[src/rtl/defines.sv]
// Branch/jump operation encodings shared with the execute-stage resolver.
`ifndef BRANCH_PREDICTOR_DEFINES_SV
`define BRANCH_PREDICTOR_DEFINES_SV

`define BJ_OP_BUS      3:0

`define EXE_BJOP_NOOP  4'd0
`define EXE_BJOP_JUMP  4'd1
`define EXE_BJOP_BEQ   4'd2
`define EXE_BJOP_BNE   4'd3
`define EXE_BJOP_BLT   4'd4
`define EXE_BJOP_BGE   4'd5
`define EXE_BJOP_BLTU  4'd6
`define EXE_BJOP_BGEU  4'd7

`endif

[src/rtl/branch_predictor_pkg.sv]
// Shared types for the branch predictor: 2-bit counter states and BTB entry.
package branch_predictor_pkg;

  localparam int BP_XLEN    = 32;
  localparam int BP_ENTRIES = 16;
  localparam int BP_IDX_W   = $clog2(BP_ENTRIES);
  localparam int BP_TAG_W   = BP_XLEN - BP_IDX_W - 2;

  typedef enum logic [1:0] {
    CTR_SNT = 2'b00,
    CTR_WNT = 2'b01,
    CTR_WT  = 2'b10,
    CTR_ST  = 2'b11
  } ctr_e;

  typedef struct packed {
    logic                valid;
    logic [BP_TAG_W-1:0] tag;
    logic [BP_XLEN-1:0]  target;
    ctr_e                ctr;
  } btb_entry_t;

  // Saturating step of a 2-bit counter: up on taken, down on not-taken.
  function automatic ctr_e ctr_step(input ctr_e c, input logic up);
    ctr_e n;
    n = c;
    case (c)
      CTR_SNT: n = up ? CTR_WNT : CTR_SNT;
      CTR_WNT: n = up ? CTR_WT  : CTR_SNT;
      CTR_WT:  n = up ? CTR_ST  : CTR_WNT;
      CTR_ST:  n = up ? CTR_ST  : CTR_WT;
      default: n = c;
    endcase
    return n;
  endfunction

endpackage

[src/rtl/branch_predictor_btb_table.sv]
// Direct-mapped BTB: combinational fetch-side lookup plus one update port
// driven by resolved branches (update/allocate/invalidate).
`include "defines.sv"

module branch_predictor_btb_table
  import branch_predictor_pkg::*;
#(
  parameter int XLEN    = BP_XLEN,
  parameter int ENTRIES = BP_ENTRIES
) (
  input  logic             clk,
  input  logic             rst_n,
  input  logic [XLEN-1:0]  rd_pc_i,
  output logic             rd_taken_o,
  output logic [XLEN-1:0]  rd_target_o,
  input  logic             upd_valid_i,
  input  logic [XLEN-1:0]  upd_pc_i,
  input  logic [`BJ_OP_BUS] upd_op_i,
  input  logic             upd_taken_i,
  input  logic [XLEN-1:0]  upd_target_i
);

  localparam int IDX_W = $clog2(ENTRIES);

  btb_entry_t            table_q [ENTRIES];
  logic [IDX_W-1:0]      rd_idx;
  logic [IDX_W-1:0]      upd_idx;
  logic                  rd_hit;
  logic                  upd_hit;
  logic                  wr_en;
  btb_entry_t            wr_entry;
  logic                  unused_pc_lsbs;

  assign rd_idx  = rd_pc_i[IDX_W+1:2];
  assign upd_idx = upd_pc_i[IDX_W+1:2];
  assign unused_pc_lsbs = ^{rd_pc_i[1:0], upd_pc_i[1:0]};

  // Read port sees pre-write contents; a same-cycle update lands next cycle.
  assign rd_hit      = table_q[rd_idx].valid &&
                       (table_q[rd_idx].tag == rd_pc_i[XLEN-1:IDX_W+2]);
  assign rd_taken_o  = rd_hit && table_q[rd_idx].ctr[1];
  assign rd_target_o = rd_taken_o ? table_q[rd_idx].target : '0;

  assign upd_hit = table_q[upd_idx].valid &&
                   (table_q[upd_idx].tag == upd_pc_i[XLEN-1:IDX_W+2]);

  // Build the entry to write for the resolved op; undefined ops act as NOOP.
  always_comb begin
    wr_en    = 1'b0;
    wr_entry = table_q[upd_idx];
    if (upd_valid_i) begin
      case (upd_op_i)
        `EXE_BJOP_JUMP: begin
          wr_en           = 1'b1;
          wr_entry.valid  = 1'b1;
          wr_entry.tag    = upd_pc_i[XLEN-1:IDX_W+2];
          wr_entry.target = upd_target_i;
          wr_entry.ctr    = CTR_ST;
        end
        `EXE_BJOP_BEQ, `EXE_BJOP_BNE, `EXE_BJOP_BLT,
        `EXE_BJOP_BGE, `EXE_BJOP_BLTU, `EXE_BJOP_BGEU: begin
          if (upd_hit) begin
            wr_en        = 1'b1;
            wr_entry.ctr = ctr_step(table_q[upd_idx].ctr, upd_taken_i);
            if (upd_taken_i) wr_entry.target = upd_target_i;
          end else if (upd_taken_i) begin
            wr_en           = 1'b1;
            wr_entry.valid  = 1'b1;
            wr_entry.tag    = upd_pc_i[XLEN-1:IDX_W+2];
            wr_entry.target = upd_target_i;
            wr_entry.ctr    = CTR_WT;
          end
        end
        default: begin
          // A hit on a non-branch means a stale alias: drop it.
          if (upd_hit) begin
            wr_en          = 1'b1;
            wr_entry.valid = 1'b0;
          end
        end
      endcase
    end
  end

  // Table storage: reset clears every entry to invalid / weakly-not-taken.
  always_ff @(posedge clk) begin
    if (!rst_n) begin
      for (int i = 0; i < ENTRIES; i++) begin
        table_q[i] <= '{valid: 1'b0, tag: '0, target: '0, ctr: CTR_WNT};
      end
    end else if (wr_en) begin
      table_q[upd_idx] <= wr_entry;
    end
  end

endmodule

[src/rtl/branch_predictor.sv]
// Branch predictor top: fetch prediction from the BTB, mispredict detection
// against the piped-down prediction, redirect register and statistics.
`include "defines.sv"

module branch_predictor
  import branch_predictor_pkg::*;
#(
  parameter int XLEN    = BP_XLEN,
  parameter int ENTRIES = BP_ENTRIES
) (
  input  logic              clk,
  input  logic              rst_n,
  input  logic [XLEN-1:0]   if_pc,
  output logic              pred_taken,
  output logic [XLEN-1:0]   pred_target,
  input  logic              ex_valid,
  input  logic [XLEN-1:0]   ex_pc,
  input  logic [`BJ_OP_BUS] ex_bj_op,
  input  logic              ex_b_taken,
  input  logic [XLEN-1:0]   ex_target,
  input  logic              ex_pred_taken,
  input  logic [XLEN-1:0]   ex_pred_target,
  output logic              mispredict,
  output logic [XLEN-1:0]   redirect_pc,
  output logic [31:0]       branch_cnt,
  output logic [31:0]       mispredict_cnt
);

  logic [XLEN-1:0] seq_pc;
  logic [XLEN-1:0] actual_next;
  logic [XLEN-1:0] pred_next;
  logic            miss;
  logic            is_branch;

  logic            mispredict_q, mispredict_d;
  logic [XLEN-1:0] redirect_pc_q, redirect_pc_d;
  logic [31:0]     branch_cnt_q, branch_cnt_d;
  logic [31:0]     mispredict_cnt_q, mispredict_cnt_d;

  branch_predictor_btb_table #(
    .XLEN    (XLEN),
    .ENTRIES (ENTRIES)
  ) u_btb (
    .clk          (clk),
    .rst_n        (rst_n),
    .rd_pc_i      (if_pc),
    .rd_taken_o   (pred_taken),
    .rd_target_o  (pred_target),
    .upd_valid_i  (ex_valid),
    .upd_pc_i     (ex_pc),
    .upd_op_i     (ex_bj_op),
    .upd_taken_i  (ex_b_taken),
    .upd_target_i (ex_target)
  );

  // Compare what really comes next against what fetch assumed.
  assign seq_pc      = ex_pc + XLEN'(4);
  assign actual_next = ex_b_taken    ? ex_target      : seq_pc;
  assign pred_next   = ex_pred_taken ? ex_pred_target : seq_pc;
  assign miss        = (actual_next != pred_next);
  assign is_branch   = ex_bj_op inside {`EXE_BJOP_JUMP, `EXE_BJOP_BEQ, `EXE_BJOP_BNE,
                                        `EXE_BJOP_BLT, `EXE_BJOP_BGE, `EXE_BJOP_BLTU,
                                        `EXE_BJOP_BGEU};

  // Next-state for redirect pulse, redirect target and statistics.
  always_comb begin
    mispredict_d     = ex_valid && miss;
    redirect_pc_d    = ex_valid ? actual_next : redirect_pc_q;
    branch_cnt_d     = branch_cnt_q + 32'(ex_valid && is_branch);
    mispredict_cnt_d = mispredict_cnt_q + 32'(ex_valid && miss);
  end

  // Output registers; reset drops any pending redirect.
  always_ff @(posedge clk) begin
    if (!rst_n) begin
      mispredict_q     <= 1'b0;
      redirect_pc_q    <= '0;
      branch_cnt_q     <= '0;
      mispredict_cnt_q <= '0;
    end else begin
      mispredict_q     <= mispredict_d;
      redirect_pc_q    <= redirect_pc_d;
      branch_cnt_q     <= branch_cnt_d;
      mispredict_cnt_q <= mispredict_cnt_d;
    end
  end

  assign mispredict     = mispredict_q;
  assign redirect_pc    = redirect_pc_q;
  assign branch_cnt     = branch_cnt_q;
  assign mispredict_cnt = mispredict_cnt_q;

endmodule

[config.mk]
export PLATFORM = sky130hd
export DESIGN_NAME = branch_predictor
export DESIGN_NICKNAME = d
export VERILOG_FILES = /design/src/rtl/branch_predictor_pkg.sv /design/src/rtl/branch_predictor_btb_table.sv /design/src/rtl/branch_predictor.sv
export VERILOG_INCLUDE_DIRS = /design/src /design/src/rtl
export SDC_FILE = /design/constraint.sdc
export NUM_CORES = 2
export LEC_CHECK = 0
export BUFFER_PORTS_ARGS = -buffer_cell sky130_fd_sc_hd__buf_2
export CORE_UTILIZATION = 35
export CTS_CLUSTER_DIAMETER = 50
export CTS_CLUSTER_SIZE = 20
export DETAILED_ROUTE_END_ITERATION = 16
export GPL_ROUTABILITY_DRIVEN = 0
export SKIP_CTS_REPAIR_TIMING = 1
export SYNTH_ARGS = -nofsm -noshare
export SYNTH_HDL_FRONTEND = slang
export SYNTH_HIERARCHICAL = 1
export SYNTH_SLANG_ARGS = --single-unit
[constraint.sdc]
create_clock -name clk -period 13.04 [get_ports clk]
set_clock_uncertainty 0.15 [all_clocks]
set_input_delay 0 -clock clk [delete_from_list [all_inputs] [get_ports clk]]
set_output_delay 0 -clock clk [all_outputs]
set_load 0.01 [all_outputs]
==> results summary <==
The synthesis warning total came out at 6. The global route total overflow is 0. The tree is rooted in a clkbuf_16. The worst setup path is captured at a flop. For the pin with the worst max-slew slack, the measured transition is 1210 ps. The power density over the cells came out at 124.4 nW/um^2.

Setup violations remaining at the end of the flow were counted as 0. The uppermost signal routing layer after detailed routing is met5. The CTS buffer count is 105. In the routed layout, each cell is associated on average with a via count of 6.194. At the later pin of the worst-skew pair, clock insertion delay measures 760 ps. The analysis attributes to cell leakage a power of 0.02287 uW.

The post-synth net total came out at 4434. The average cell area after synthesis came out at 13.64 sq um. The critical path data arrival time is 6670 ps. The share of the synthesized area in compound gates (AO/OA/AOI/OAI) came out at 5.015%. Headroom to the max-slew limit came out at 19.34%.

The largest net degree at the start of global routing came out at 83. The maximum ir drop on the vdd rail is 0.1009 mV. The starting density of the core came out at 35.37%. The x dimension of the die is 411.0 um.

The standard cell core area is 165500 sq um. The maximum count of clock buffers along a single path came out at 3. The combined global-route utilization of all metal layers is 24.89%.

The peak fanout along the critical path came out at 72. The critical path in this run is classified as input port to flop. The register-to-register setup slack is 7510 ps. Multiplexer cells account for 23.55% of the synthesized area. The register area share after synthesis is 53.36%. The die boundary height is 411.0 um. The sort of element at the start of the critical path is an input port. The total DRC errors in the routed layout came out at 0. The number of global-route vias before repair came out at 40660.

Ranked by total cell area, the synthesized netlist is headed by edfxtp_1 50%, mux4_2 21%, nor2_1 5.1%. The count of cells in the finished layout, fillers not included, comes to 6736. After synthesis the netlist holds a flip-flop and latch count of 1073. Buffers placed on the I/O ports in this run total 264.

In the synthesized netlist the async set-or-reset flop fraction comes to 0%. Among all flip-flop cells after synthesis, the most frequent one is edfxtp_1. Yosys mapped a number of flops with a built-in enable equal to 976.

The pre-antenna-repair detailed-routing pass consisted of 7 iterations. The simple-gate area share of the yosys netlist came out at 11.71%. The standard-cell row count came out at 149. The endpoint identified for the worst register-to-register timing path is u_btb/table_q[12][45]$_SDFFCE_PN0P_. The design area came out at 66410 sq um.

The DRC violation total after the first TritonRoute iteration came out at 5764. Compared with the post-synthesis result, the final layout area differs by 13.41%. The startpoint identified for the worst register-to-register timing path is u_btb/table_q[1][35]$_SDFFCE_PN0P_.

The worst hold path depth came out at 4. The max-slew violation total from the final report came to 0. The checks that failed: negative hold slack.

The cell count after placement is 6466. The final layout contains routed wiring with a total length of 214.6 mm. In the final layout, the share of cells above drive strength 1 is 26.89%. The synthesized netlist contains 101 unique library cells. The initial antenna violation count is 18. The detail route stage leaves a number of antenna-violating nets equal to 0. Hold timing on the final database bottoms out at a slack of -58.68 ps. The area share of fa/ha/maj cells after synthesis came out at 0.1068%. The mapped netlist covers 58560 sq um. The count of vias placed by the detailed router is 41720. In this run the most critical hold path is launched from ex_pc[2]. The tightest min-delay check is of the input port to flop type. After clock tree synthesis, the clock-pin slew on the worst setup and hold paths is 70 ps. TritonCTS built the clock tree. For the worst flop-to-flop path, the logic depth is 11. The wire length of the first global-routing pass is 301.8 mm. The time the final worst path needs with I/O delays and setup came out at 6466 ps. The number of sinks handled by clock tree synthesis is 1073. Once placement finished, the instance area stood at 62120 sq um. The I/O pin count came out at 267. In the finished design, the share of the clock period the worst path needs comes to 49.59%. The run finished, with violations left. Derived from the worst setup path, the maximum achievable clock frequency is 154.7 MHz. The average wire length per cell after detail routing is 31.85 um. The amount of wire on met3 after detailed routing is 23.15 mm. The final hold violation count came out at 8.

The area enclosed by the die boundary came out at 169000 sq um. The synthesized-area fraction occupied by xor and xnor cells is 3.139%. Of all cell types, the one taking the most synthesized area is edfxtp_1.

After detailed routing, the met2 layer carries 102.1 mm of wire. The wire length the detailed router placed on met1 is 77.56 mm. In the final design database the tool counted 4586 nets. By area, the combinational part of the netlist is dominated by multiplexers. Setup repair after global routing left no endpoint under its margin. In the synthesized netlist, the number of instances is 4292. For hold timing, the worst endpoint is redirect_pc[2]$_SDFFE_PN0P_.

In this run the number of H-tree levels came out at 3. The required time of the worst setup path is 13240 ps. Across the run, the number of max-cap violations was 0.

The detailed placement HPWL is 127.8 mm. The area share of the leading cell type in the synthesized netlist is 50.05%. The sum of negative setup slack is 0 ps.
[critical path: stages]
cell and delay, ps:
buf_8 590, buf_4 570, buf_4 620, mux4_1 640, mux4_2 530, xor2_1 200
a21oi_1 240, and4_1 390, o211ai_4 160, nor4_4 150, buf_4 440, o21ai_4 380
nand2_4 650, buf_4 840
[metrics by stage]
stage | power [uW] | setup slack (ps) | util, %
after floorplan | 4693 | 8038 | -
after global placement | 5076 | 5883 | 37.53
after detailed placement | 5087 | 5932 | 37.53
after CTS | 8267 | 6696 | 39.74
after global routing | 8469 | 6460 | 40.11
final | 8264 | 6574 | 40.12
[worst max-delay path by stage]
stage	end	cells after the start	slack (ps)	from
after detailed placement	u_btb/table_q[12][40]$_SDFFCE_PN0P_	14	5930	ex_pc[2]
after global placement	u_btb/table_q[12][40]$_SDFFCE_PN0P_	14	5880	ex_pc[2]
after floorplan	u_btb/table_q[0][0]$_SDFFCE_PN1P_	15	8040	ex_pc[5]
after CTS	u_btb/table_q[12][45]$_SDFFCE_PN0P_	14	6700	ex_pc[2]
final	u_btb/table_q[12][45]$_SDFFCE_PN0P_	14	6570	ex_pc[2]
after global routing	u_btb/table_q[12][45]$_SDFFCE_PN0P_	14	6460	ex_pc[2]
[cell families after synthesis]
group	count (synthesis)
AO/OA/AOI/OAI	431
XOR/XNOR	202
adder cells (fa/ha/maj)	5
buffers and inverters	415
flip-flops	1073
multiplexers	691
AND/OR/NAND/NOR	1475
[power breakdown]
| part | internal (uW) | switching (uW) | total, uW |
|---|---|---|---|
| logic | 432 | 691 | 1120 |
| registers | 3860 | 65.1 | 3920 |
| clock network | 1620 | 1590 | 3220 |
[metal layers]
layer / global-route usage (%) / vias up
met5: 0 / -
met4: 12.99 / 4
li1: - / 16880
met1: 30.89 / 21480
met2: 40.75 / 2791
met3: 5.394 / 572
[cell type report]
type                       count  area [sq um]
fill                       15440         99130
sequential                  1073         31250
multi-input combinational   2804         25800
timing repair buffer         441          2868
clock buffer                 112          2740
tap                         2189          2739
clock inverter                88         924.6
inverter                      19         71.32
antenna                       10         25.02
[cell usage in the layout (no fill, tap or decap), types with 21 or more instances in the layout]
master	instances
dfxtp_1	97
edfxtp_1	976
buf_2	255
xnor2_1	140
clkbuf_16	109
o21ai_0	59
dlygate4sd3_1	60
mux2i_1	129
nand2_1	133
nor2_1	792
a21oi_1	173
xor2_1	57
and3_1	21
buf_4	119
nor2b_1	69
mux4_2	545
nand3_1	66
nand4_1	46
and2_1	74
nand2b_1	34
nor3_1	132
[registers in the layout, summed over array words and instances, names as in the netlist]
signal / count
u_btb/table_q: 976
redirect_pc: 32
branch_cnt: 32
mispredict: 1
mispredict_cnt: 32
[cells in the mapped netlist, types with 21 or more instances]
cell / instances
nand4_1: 46
nand3_1: 66
nor2_1: 792
a21oi_1: 174
xnor2_1: 140
edfxtp_1: 976
buf_2: 75
and3_1: 21
and2_1: 74
mux4_2: 545
dfxtp_1: 97
mux2i_1: 129
xor2_1: 57
nor3_1: 132
nand2_1: 149
buf_1: 58
clkbuf_1: 235
nand2b_1: 34
nor2b_1: 69
o21ai_0: 59
(Power assumes the default switching activity.)
